$ cat src/rtl/gray_pkg.sv
// Shared constants and helpers for the Gray counter and its decoder-side peers.
package gray_pkg;

    localparam int DEFAULT_WIDTH = 4;
    localparam int MAX_WIDTH     = 16;

    // Reflected binary Gray code of a zero-extended value.
    function automatic logic [MAX_WIDTH-1:0] bin2gray(input logic [MAX_WIDTH-1:0] value);
        return value ^ (value >> 1);
    endfunction

    // True when the low 'width' bits of value are all ones.
    function automatic logic is_max(input logic [MAX_WIDTH-1:0] value, input int width);
        logic [MAX_WIDTH-1:0] mask;
        mask = '1;
        mask = mask >> (MAX_WIDTH - width);
        return (value & mask) == mask;
    endfunction

    // True when the low 'width' bits of value are all zeros.
    function automatic logic is_min(input logic [MAX_WIDTH-1:0] value, input int width);
        logic [MAX_WIDTH-1:0] mask;
        mask = '1;
        mask = mask >> (MAX_WIDTH - width);
        return (value & mask) == '0;
    endfunction

endpackage

$ cat src/rtl/gray_encode.sv
// Combinational binary-to-Gray encoder; index 0 is the MSB on both sides.
module gray_encode
    import gray_pkg::*;
#(
    parameter int WIDTH = DEFAULT_WIDTH
) (
    input  logic [0:WIDTH-1] bin,
    output logic [0:WIDTH-1] gray
);

    // The MSB passes straight through; every lower bit is the XOR with its
    // more-significant neighbour, so one binary step flips one Gray bit.
    assign gray[0] = bin[0];

    generate
        for (genvar gi = 1; gi < WIDTH; gi++) begin : g_xor
            assign gray[gi] = bin[gi-1] ^ bin[gi];
        end
    endgenerate

endmodule

$ cat src/rtl/gray_counter.sv
// Up/down binary counter with registered Gray-code output and wrap pulse.
// Gray is encoded from the next binary value so both registers update on the
// same edge and are never skewed against each other.
module gray_counter
    import gray_pkg::*;
#(
    parameter int WIDTH = DEFAULT_WIDTH
) (
    input  logic             clk,
    input  logic             rst_n,
    input  logic             Enable,
    input  logic             Up,
    input  logic             Load,
    input  logic [0:WIDTH-1] LoadValue,
    output logic [0:WIDTH-1] Binary,
    output logic [0:WIDTH-1] Graycode,
    output logic             Wrap
);

    localparam logic [0:WIDTH-1] ONE = {{(WIDTH-1){1'b0}}, 1'b1};

    logic [0:WIDTH-1] bin_reg;
    logic [0:WIDTH-1] bin_next;
    logic [0:WIDTH-1] gray_reg;
    logic [0:WIDTH-1] gray_next;
    logic             wrap_reg;
    logic             wrap_next;
    logic             at_max;
    logic             at_min;

    // Wrap detection on the current count, zero-extended to the helper width.
    assign at_max = is_max(MAX_WIDTH'(bin_reg), WIDTH);
    assign at_min = is_min(MAX_WIDTH'(bin_reg), WIDTH);

    // Next-count selection: load beats step, step beats hold.
    always_comb begin
        bin_next  = bin_reg;
        wrap_next = 1'b0;
        if (Load) begin
            bin_next = LoadValue;
        end else if (Enable) begin
            if (Up) begin
                bin_next  = bin_reg + ONE;
                wrap_next = at_max;
            end else begin
                bin_next  = bin_reg - ONE;
                wrap_next = at_min;
            end
        end
    end

    gray_encode #(
        .WIDTH (WIDTH)
    ) u_gray_encode (
        .bin  (bin_next),
        .gray (gray_next)
    );

    // Output registers; reset clears them immediately, regardless of clk.
    always_ff @(posedge clk or negedge rst_n) begin
        if (!rst_n) begin
            bin_reg  <= '0;
            gray_reg <= '0;
            wrap_reg <= 1'b0;
        end else begin
            bin_reg  <= bin_next;
            gray_reg <= gray_next;
            wrap_reg <= wrap_next;
        end
    end

    assign Binary   = bin_reg;
    assign Graycode = gray_reg;
    assign Wrap     = wrap_reg;

endmodule

$ cat config.mk
export PLATFORM = sky130hd
export DESIGN_NAME = gray_counter
export DESIGN_NICKNAME = d
export VERILOG_FILES = /design/src/rtl/gray_pkg.sv /design/src/rtl/gray_encode.sv /design/src/rtl/gray_counter.sv
export SDC_FILE = /design/constraint.sdc
export NUM_CORES = 1
export LEC_CHECK = 0
export CAP_MARGIN = 10
export CORE_AREA = 2 2 39 41
export CTS_BUF_LIST = sky130_fd_sc_hd__clkbuf_4
export DETAILED_ROUTE_END_ITERATION = 10
export DIE_AREA = 0 0 41 43
export HOLD_SLACK_MARGIN = 0.08
export MAX_ROUTING_LAYER = met4
export PLACE_DENSITY = 0.65
export SLEW_MARGIN = 20
export SYNTH_ARGS = -nofsm -noshare
export SYNTH_HDL_FRONTEND = slang
export SYNTH_SLANG_ARGS = --single-unit
$ cat constraint.sdc
create_clock -name clk -period 2.5 [get_ports clk]
set_input_delay 0.5 -clock clk [delete_from_list [all_inputs] [get_ports clk]]
set_output_delay 0.5 -clock clk [all_outputs]
set_load 0.005 [all_outputs]
==> metrics <==
final hold violation count 0; via count 363; sequential-to-total area share from yosys stat 44.2%; Diodes inserted 0; Pre-antenna DRT Iters 2; Die Area 1760 um^2; Syn. warnings 0; initial antenna violation count 0; clock sinks 8; Area Growth Syn to Fin 45.3%; crit share post-route 85.1%; syn_area_per_cell 10.8 um^2; vias in the first global route 341; endpoints failing setup 0; EDFF count, synth 0; status finished, final reports clean; Critical Path AT 2250 ps; FFs w/ async S/R, synth 100%; # fillers 148; CTS Buffer Depth 2; Routed wire per std cell 11.5 um; CORE AREA 1380 um^2; Setup CP Type primary input to flop; All-Layer GR Usage 13.2%; Pins Over Slew Limit 0; CTS tree built; total CTS buffers 3; Crit. End Element flop; cell count after synthesis 42; PwrDens 641 nW/um^2; share of the synthesized area in the top cell type 44.2%; area leader, netlist dfrtp_1; htree depth 1; worst skew pair latency 250 ps; top cells by area, synth dfrtp_1 44%, xnor2_1 7.7%, ha_1 5.5%; grt total ovfl 0; post-CTS resize count 0; share of layout cells above drive strength 1 8.20%; row cnt 14; antenna viol nets, final 0; clock-pin slew on the worst setup and hold paths 50 ps; CTS Hold Bufs 0; Non-Filler Instances 77; min-delay worst type primary input to async pin; global placement routability congestion 0.727; WP data required 2620 ps; final hold slack 529 ps; Yosys reg bits 8; Post-Route WL 882 um; Fmax 470 MHz; first-pass GRT wire length 1490 um; Die Span Y 43 um; largest net degree at the start of global routing 10; IO Pins 18; die width 41 um; Worst Skew 6.97 ps; Slew HR 75.9%; Mapped Area 453 um^2; dominant synthesized flop cell dfrtp_1; worst-margin pin slew 361 ps; IO Port Bufs 17; Starting Density 32.7%; Period minus WS final 2130 ps; RSZ-0062 raised after global routing no; Post-DP HPWL 722 um; post-placement cell count 74; setup bufs post-CTS 0; # DRC 0; CTS root buffer clkbuf_4; max-cap viol count 0; Tot Pwr 422 uW; Lkg Pwr 0.000289 uW; commonest non-fill, non-tap cell in the layout clkdlybuf4s50_1; DRT iter0 DRCs 1; via/cell ratio 4.71; Yosys cell types 22; post-route setup TNS 0 ps; Post-Synthesis Net Count 54; critical path fanouts, max 3; commonest non-fill, non-tap cells in the layout 17 x clkdlybuf4s50_1, 8 x dfrtp_1, 4 x nor2_1, 4 x xnor2_1, 3 x clkbuf_4; startpoint types primary input; IR drop worst, VDD 0.290 mV; post-layout net count 75
report_power, final:
group / switching (uW) / internal, uW / total, uW / leakage (uW)
combinational: 55.9 / 96.6 / 152 / 0.000178
sequential: 21.3 / 155 / 176 / 0.0000972
clock: 38.2 / 54.5 / 92.8 / 0.0000138
total: 115 / 306 / 422 / 0.000289
critical path, stage by stage:
cell and delay [ps]:
clkdlybuf4s50_1 480, inv_1 90, ha_1 350, a21oi_1 190, a211oi_1 90, or3_4 400
xor2_1 150
stage by stage:
stage / util, % / setup slack (ps) / instance area, um^2
final: 47.6 / 372 / 658
after detailed placement: 45.9 / 125 / 636
after floorplan: - / 709 / 453
after global placement: 45.9 / 155 / 636
after global routing: 47.6 / 267 / 658
after CTS: 47.6 / 389 / 658
synth_stat cells (all sizes together), types with 2 or more instances:
cell,count
nand2,2
xnor2,4
inv,2
ha,2
dfrtp,8
mux2i,2
nor2,4
o21ai,2
buf,2
xor2,2
a21oi,2
cell type report:
type                            instances  area (um^2)  area share [%]
Inverter                                2         7.51            1.14
Multi-Input combinational cell         30          230            35.0
Sequential cell                         8          200            30.4
Timing Repair Buffer                   18          178            27.0
Clock buffer                            3         22.5            3.42
Tap cell                               16         20.0            3.04
logic make-up (layout without fill, tap and decap cells):
group	Yosys count	count (layout)	share of synthesized area, %
flip-flops	8	8	44.2
buffers and inverters	4	23	4.97
multiplexers	2	2	4.42
adder cells (fa/ha/maj)	3	3	9.94
XOR/XNOR	6	6	11.6
AND/OR/NAND/NOR	12	12	15.5
AO/OA/AOI/OAI	7	7	9.39
layer usage:
layer | GRT usage, % | vias to the layer above | share of wire (%)
met3 | 4.71 | 2 | 7.7
met2 | 17.2 | 15 | 47
met4 | 8.00 | 0 | 1.4
met1 | 17.1 | 162 | 44
met5 | - | - | 0
li1 | - | 184 | -
state kept, by name, indices dropped and copies added, names as in the netlist:
signal / flops
Graycode: 3
Wrap: 1
Binary: 4
worst paths after layout:
kind,start,endpoint,slack (ps),cells past startpoint
worst max-delay path,Up,Graycode[1],370,7
worst min-delay path,rst_n,Graycode[1],530,1
worst max register to register,Binary[1],Graycode[1],810,5
worst min register to register,Binary[0],Wrap,650,2
max in group asynchronous,rst_n,Graycode[2],1700,1
min in group clk,Binary[0],Wrap,650,2
No activity file was read; power rests on OpenSTA's default activity.
